**src/rtl/shift_pkg.sv**
```systemverilog
// Shared types and constants for the shift sequencer and its step datapath.
package shift_pkg;

   localparam int unsigned DATA_W   = 8;
   localparam int unsigned AMT_W    = 8;
   localparam int unsigned STEP_W   = 3;
   localparam int unsigned STEP_MAX = 7;

   typedef enum logic [1:0] {
      OP_LSL = 2'b00,
      OP_LSR = 2'b01,
      OP_ASR = 2'b10,
      OP_ROR = 2'b11
   } shift_op_t;

   // Sequencer state encoding kept as plain constants
   typedef logic [1:0] seq_state_t;
   localparam seq_state_t ST_IDLE  = 2'd0;
   localparam seq_state_t ST_SHIFT = 2'd1;
   localparam seq_state_t ST_DONE  = 2'd2;

endpackage

```
**src/rtl/shift_sequencer_if.sv**
```systemverilog
// Request/response handshake bundle between a client and the shift sequencer.
interface shift_sequencer_if;
   import shift_pkg::*;

   logic                  req_valid;
   logic                  req_ready;
   shift_op_t             req_op;
   logic [DATA_W-1:0]     req_data;
   logic [AMT_W-1:0]      req_amt;
   logic                  rsp_valid;
   logic                  rsp_ready;
   logic [DATA_W-1:0]     rsp_data;
   logic                  rsp_zero;
   logic                  busy;

   modport master (
      output req_valid, req_op, req_data, req_amt, rsp_ready,
      input  req_ready, rsp_valid, rsp_data, rsp_zero, busy
   );

   modport slave (
      input  req_valid, req_op, req_data, req_amt, rsp_ready,
      output req_ready, rsp_valid, rsp_data, rsp_zero, busy
   );

endinterface

```
**src/rtl/shift_step_8bit.sv**
```systemverilog
// Combinational 0..7-step shifter built from 4/2/1 mux stages.
module shift_step_8bit
   import shift_pkg::*;
(
   input  shift_op_t         op_i,
   input  logic [7:0]        data_i,
   input  logic [STEP_W-1:0] amt_i,
   output logic [7:0]        shifted_c_o
);

   logic [7:0] s4_c;
   logic [7:0] s2_c;

   // One fixed-distance shift of the selected kind
   function automatic logic [7:0] stage(input shift_op_t op, input logic [7:0] d,
                                        input int unsigned k);
      case (op)
         OP_LSL:  return d << k;
         OP_LSR:  return d >> k;
         OP_ASR:  return 8'($signed(d) >>> k);
         default: return (d >> k) | (d << (8 - k));
      endcase
   endfunction

   // Cascade: bit 2 selects a 4-shift, bit 1 a 2-shift, bit 0 a 1-shift
   always_comb begin
      s4_c        = amt_i[2] ? stage(op_i, data_i, 4) : data_i;
      s2_c        = amt_i[1] ? stage(op_i, s4_c, 2)   : s4_c;
      shifted_c_o = amt_i[0] ? stage(op_i, s2_c, 1)   : s2_c;
   end

endmodule

```
**src/rtl/shift_sequencer.sv**
```systemverilog
// Multi-cycle shift controller: accepts a request, iterates the step shifter
// until the full amount is consumed, then holds the result for the consumer.
// Optional macro SHIFT_FASTPATH_EN reduces large amounts at accept time.
module shift_sequencer
   import shift_pkg::*;
(
   input  logic             CLK,
   input  logic             RESET_N,
   shift_sequencer_if.slave bus
);

   seq_state_t          state_q, state_d;
   shift_op_t           op_q, op_d;
   logic [DATA_W-1:0]   data_q, data_d;
   logic [AMT_W-1:0]    rem_q, rem_d;
   logic                req_ready_q, rsp_valid_q, busy_q, zero_q;
   logic [STEP_W-1:0]   step_c;
   logic [DATA_W-1:0]   stepped_c;

   // Largest step the datapath can take without overrunning the remainder
   assign step_c = (rem_q > AMT_W'(STEP_MAX)) ? STEP_W'(STEP_MAX) : rem_q[STEP_W-1:0];

   shift_step_8bit u_step (
      .op_i        (op_q),
      .data_i      (data_q),
      .amt_i       (step_c),
      .shifted_c_o (stepped_c)
   );

   // Next-state and datapath update
   always_comb begin
      state_d = state_q;
      op_d    = op_q;
      data_d  = data_q;
      rem_d   = rem_q;
      case (state_q)
         ST_IDLE: begin
            if (bus.req_valid && req_ready_q) begin
               op_d   = bus.req_op;
               data_d = bus.req_data;
               rem_d  = bus.req_amt;
`ifdef SHIFT_FASTPATH_EN
               if (bus.req_amt >= AMT_W'(DATA_W)) begin
                  case (bus.req_op)
                     OP_LSL, OP_LSR: begin
                        data_d = '0;
                        rem_d  = '0;
                     end
                     OP_ASR:  rem_d = AMT_W'(STEP_MAX);
                     default: rem_d = AMT_W'(bus.req_amt[STEP_W-1:0]);
                  endcase
               end
`endif
               state_d = (rem_d == '0) ? ST_DONE : ST_SHIFT;
            end
         end
         ST_SHIFT: begin
            data_d = stepped_c;
            rem_d  = rem_q - AMT_W'(step_c);
            if (rem_d == '0) begin
               state_d = ST_DONE;
            end
         end
         ST_DONE: begin
            if (bus.rsp_ready) begin
               state_d = ST_IDLE;
            end
         end
         default: state_d = ST_IDLE;
      endcase
   end

   // State, datapath and registered handshake outputs
   always_ff @(posedge CLK or negedge RESET_N) begin
      if (!RESET_N) begin
         state_q     <= ST_IDLE;
         op_q        <= OP_LSL;
         data_q      <= '0;
         rem_q       <= '0;
         req_ready_q <= 1'b1;
         rsp_valid_q <= 1'b0;
         busy_q      <= 1'b0;
         zero_q      <= 1'b1;
      end else begin
         state_q     <= state_d;
         op_q        <= op_d;
         data_q      <= data_d;
         rem_q       <= rem_d;
         req_ready_q <= (state_d == ST_IDLE);
         rsp_valid_q <= (state_d == ST_DONE);
         busy_q      <= (state_d != ST_IDLE);
         zero_q      <= (data_d == '0);
      end
   end

   assign bus.req_ready = req_ready_q;
   assign bus.rsp_valid = rsp_valid_q;
   assign bus.rsp_data  = data_q;
   assign bus.rsp_zero  = zero_q;
   assign bus.busy      = busy_q;

endmodule

```
**src/flat_wrapper.sv**
```systemverilog
// flat-port wrapper written by rule: the top's interface ports become plain ports
module shift_sequencer_flat import shift_pkg::*;
  (CLK, RESET_N, bus_req_valid, bus_req_op, bus_req_data, bus_req_amt, bus_rsp_ready, bus_req_ready, bus_rsp_valid, bus_rsp_data, bus_rsp_zero, bus_busy);
  shift_sequencer_if bus_i ();
  input  logic CLK;
  input  logic RESET_N;
  input wire logic [$bits(bus_i.req_valid)-1:0] bus_req_valid;
  input wire logic [$bits(bus_i.req_op)-1:0] bus_req_op;
  input wire logic [$bits(bus_i.req_data)-1:0] bus_req_data;
  input wire logic [$bits(bus_i.req_amt)-1:0] bus_req_amt;
  input wire logic [$bits(bus_i.rsp_ready)-1:0] bus_rsp_ready;
  output wire logic [$bits(bus_i.req_ready)-1:0] bus_req_ready;
  output wire logic [$bits(bus_i.rsp_valid)-1:0] bus_rsp_valid;
  output wire logic [$bits(bus_i.rsp_data)-1:0] bus_rsp_data;
  output wire logic [$bits(bus_i.rsp_zero)-1:0] bus_rsp_zero;
  output wire logic [$bits(bus_i.busy)-1:0] bus_busy;
  assign bus_i.req_valid = bus_req_valid;
  assign bus_i.req_op = bus_req_op;
  assign bus_i.req_data = bus_req_data;
  assign bus_i.req_amt = bus_req_amt;
  assign bus_i.rsp_ready = bus_rsp_ready;
  assign bus_req_ready = bus_i.req_ready;
  assign bus_rsp_valid = bus_i.rsp_valid;
  assign bus_rsp_data = bus_i.rsp_data;
  assign bus_rsp_zero = bus_i.rsp_zero;
  assign bus_busy = bus_i.busy;
  shift_sequencer u_core (.CLK(CLK), .RESET_N(RESET_N), .bus(bus_i));
endmodule
```
**config.mk**
```make
export PLATFORM = sky130hd
export DESIGN_NAME = shift_sequencer_flat
export DESIGN_NICKNAME = d
export VERILOG_FILES = /design/src/rtl/shift_pkg.sv /design/src/rtl/shift_sequencer_if.sv /design/src/rtl/shift_step_8bit.sv /design/src/rtl/shift_sequencer.sv /design/src/flat_wrapper.sv
export SDC_FILE = /design/constraint.sdc
export NUM_CORES = 1
export LEC_CHECK = 0
export BUFFER_PORTS_ARGS = -buffer_cell sky130_fd_sc_hd__buf_4
export CORE_ASPECT_RATIO = 0.9
export CORE_MARGIN = 5
export CORE_UTILIZATION = 35
export DETAILED_ROUTE_END_ITERATION = 7
export GPL_TIMING_DRIVEN = 1
export RECOVER_POWER = 50
export SYNTH_ARGS = -nofsm -noshare
export SYNTH_HDL_FRONTEND = slang
export SYNTH_SLANG_ARGS = --single-unit
export TNS_END_PERCENT = 5
```
**constraint.sdc**
```tcl
create_clock -name CLK -period 5.3 [get_ports CLK]
set_clock_uncertainty 0.1 [all_clocks]
set_input_delay 0.795 -clock CLK [delete_from_list [all_inputs] [get_ports CLK]]
set_output_delay 0.795 -clock CLK [all_outputs]
set_load 0.05 [all_outputs]
```
==> impl_metrics.json <==
{
  "status": "finished, final reports clean",
  "clock_path_buffers": 2,
  "area_growth_pct": 7.838,
  "slew_headroom_pct": 7.404,
  "slew_violations": 0,
  "crit_path_end_kind": "flop",
  "yosys-top-cells-area": "dfrtp_1 (24%), a21oi_1 (4.7%), nand2_1 (4.5%)",
  "route.met3.wl_um": 743,
  "post_cts_resized": 0,
  "grt_pass1_wl_um": 11120,
  "crit_fanout": 13,
  "max_slew.worst_pin.slew_ns": 1.389,
  "async_flop_share_pct": 100.0,
  "wl_met1_um": 2958,
  "root_buffer": "clkbuf_8",
  "grt_pass1_vias": 2156,
  "port_buffers": 33,
  "seq_area_frac_synth_pct": 26.79,
  "synth.top_cell.area_share_pct": 24.46,
  "holdPathEnd": "u_core.bus.rsp_valid",
  "timing.fmax_mhz": 299.4,
  "finalHoldViolations": 0,
  "drive_gt1_share_pct": 19.59,
  "io_pins": 34,
  "maxCapViolCount": 0,
  "critPathLaunchType": "flop",
  "clock_sinks": 24,
  "fp.dieW_um": 94.53,
  "ff2ff_setup_slack_ns": 1.96,
  "utilization_pct": 39.26,
  "cts-buffers-inserted": 3,
  "hold_class": "flop to flop",
  "vias_per_cell": 6.225,
  "reg2reg_to": "u_core.bus.rsp_zero",
  "synth_area_um2": 2251,
  "route.detailed.drc": 0,
  "clk_pin_slew_ns": 0.10,
  "antenna_found_initial": 0,
  "die_area_um2": 8137,
  "min_path_cells": 1,
  "synth_cell_types": 62,
  "grt_max_degree": 25,
  "antennaDiodeCount": 0,
  "finalWeightedCongestion": 0.9907,
  "holdWs_ns": 0.5020,
  "finalInstanceArea_um2": 2427,
  "wl_um": 6934,
  "coreArea_um2": 6182,
  "insertion_delay_ns": 0.27,
  "start_util_pct": 36.41,
  "die_h_um": 86.08,
  "yosys_register_bits": 24,
  "ys.flop_type": "dfrtp_1",
  "antenna_left": 0,
  "drt_iter0_drc": 434,
  "syn_avg_cell_area_um2": 8.010,
  "r2r_start": "u_core.rem_q[3]",
  "syn_inst": 281,
  "post-cts-setup-buffers": 0,
  "critical_path_class": "flop to flop",
  "p_leak_uw": 0.0009085,
  "layout_min_cycle_time_ns": 3.340,
  "gr-total-overflow": 0,
  "worstPathRequired_ns": 5.39,
  "rsz0062_at_grt": "no",
  "dp_hpwl_um": 4929,
  "fin_nets": 315,
  "min-delay-start": "u_core.state_q[0]",
  "tns_ns": 0,
  "r2r_cells": 8,
  "ir_drop_v": 0.0001857,
  "post_drt_wl_per_cell_um": 18.34,
  "ys_warn_count": 0,
  "rows": 27,
  "synth_edf_count": 0,
  "worst_ep_arrival_time_ns": 3.43,
  "place_area_um2": 2375,
  "vias": 2353,
  "first_pass_iters": 5,
  "wl_met2_um": 3085,
  "power.density_nw_per_um2": 618.4,
  "grt_usage_pct": 17.34,
  "top_layer": "met4",
  "cts_tree": "yes",
  "cts_hold_buf": 0,
  "period_share_pct": 63.02,
  "h-tree-depth": 1,
  "synth_area_leader_cell": "dfrtp_1",
  "syn_nets": 304,
  "setup_viol": 0
}
-- routing by layer --
layer	global-route usage, %	vias to the layer above
met5	0	-
met4	6.291	0
met3	3.596	17
met2	25.00	157
met1	25.27	1106
li1	-	1073
-- final cells by class --
type / count / area, um2
Clock buffer: 3 / 41.29
Clock inverter: 1 / 30.03
Fill cell: 630 / 3755
Inverter: 8 / 30.03
Multi-Input combinational cell: 222 / 1385
Sequential cell: 24 / 603.1
Tap cell: 87 / 108.9
Timing Repair Buffer: 33 / 229.0
-- flip-flops by register name, summed over array words and instances (netlist names) --
register	cells
u_core.state_q	2
u_core.op_q	2
u_core.bus.rsp_valid	1
u_core.bus.rsp_data	8
u_core.bus.req_ready	1
u_core.rem_q	8
u_core.bus.busy	1
u_core.bus.rsp_zero	1
-- cells in the final DEF, fill, tap and decap left out, types with 3 or more instances in the layout --
cell type / n
a211oi_1: 7
a21oi_1: 21
a22oi_1: 8
a31oi_1: 8
a32oi_1: 3
buf_4: 28
clkbuf_1: 5
clkbuf_8: 3
dfrtp_1: 22
inv_1: 8
mux2i_1: 3
nand2_1: 27
nand3_1: 13
nand4_1: 5
nor2_1: 23
nor2b_1: 4
nor3_1: 10
nor4_1: 5
o211ai_1: 4
o21ai_0: 20
o221ai_1: 4
o22ai_1: 3
o31ai_1: 4
or2_2: 5
or3_1: 4
xnor2_1: 3
-- worst max-delay path, cell delays in order (launching register included) --
cell and delay [ns]:
dfrtp_1 0.52, nor3_2 0.53, nand2_1 0.45, a211oi_1 0.43, o2bb2ai_1 0.23, nand3_1 0.12, and3_1 0.22, or4_4 0.43
nor4b_4 0.21
-- synth_stat cells, types with 4 or more instances --
library cell  number
nor2_1            23
a31oi_1            8
a21oi_1           21
o211ai_1           4
nand3_1           13
inv_1              8
buf_6              5
nand4_1            5
o221ai_1           4
nor2b_1            4
dfrtp_1           22
or2_2              5
nand2_1           27
clkbuf_8           7
a211oi_1           7
or3_1              4
o21ai_0           20
clkbuf_1           7
nor4_1             5
nor3_1            10
a22oi_1            8
o31ai_1            4
-- kinds of logic after synthesis --
family	Yosys count	synth area share (%)
XOR/XNOR	3	1.168
adder cells (fa/ha/maj)	1	0.5558
AO/OA/AOI/OAI	103	31.68
multiplexers	5	2.335
AND/OR/NAND/NOR	110	25.79
buffers and inverters	35	11.67
flip-flops	24	26.79
-- how the worst max path moves through the flow --
stage                     endpoint  depth (start not counted)             from  slack (ns)
2_1_floorplan    u_core.state_q[0]                         11  u_core.rem_q[4]        2.56
3_3_place_gp     u_core.state_q[0]                          9  u_core.rem_q[3]        2.14
3_5_place_dp     u_core.state_q[0]                          9  u_core.rem_q[3]        2.04
4_1_cts          u_core.state_q[0]                          9  u_core.rem_q[3]        2.02
5_1_grt          u_core.state_q[0]                          9  u_core.rem_q[3]        1.84
6_report       u_core.bus.rsp_zero                          8  u_core.rem_q[3]        1.96
-- through the flow --
step                      instances  power (uW)  setup slack (ns)
final                           378        1501             1.960
after CTS                       378        1493             2.022
after detailed placement        374        1324             2.037
after floorplan                 281        1165             2.562
after global routing            378        1603             1.843
after global placement          374        1331             2.141
-- power breakdown --
group,internal (uW),switching (uW),leakage [uW]
Clock,101,64.0,0.0000357
Sequential,265,193,0.000294
Combinational,322,556,0.000578
Total,688,813,0.000909
No activity file was read; power rests on OpenSTA's default activity.
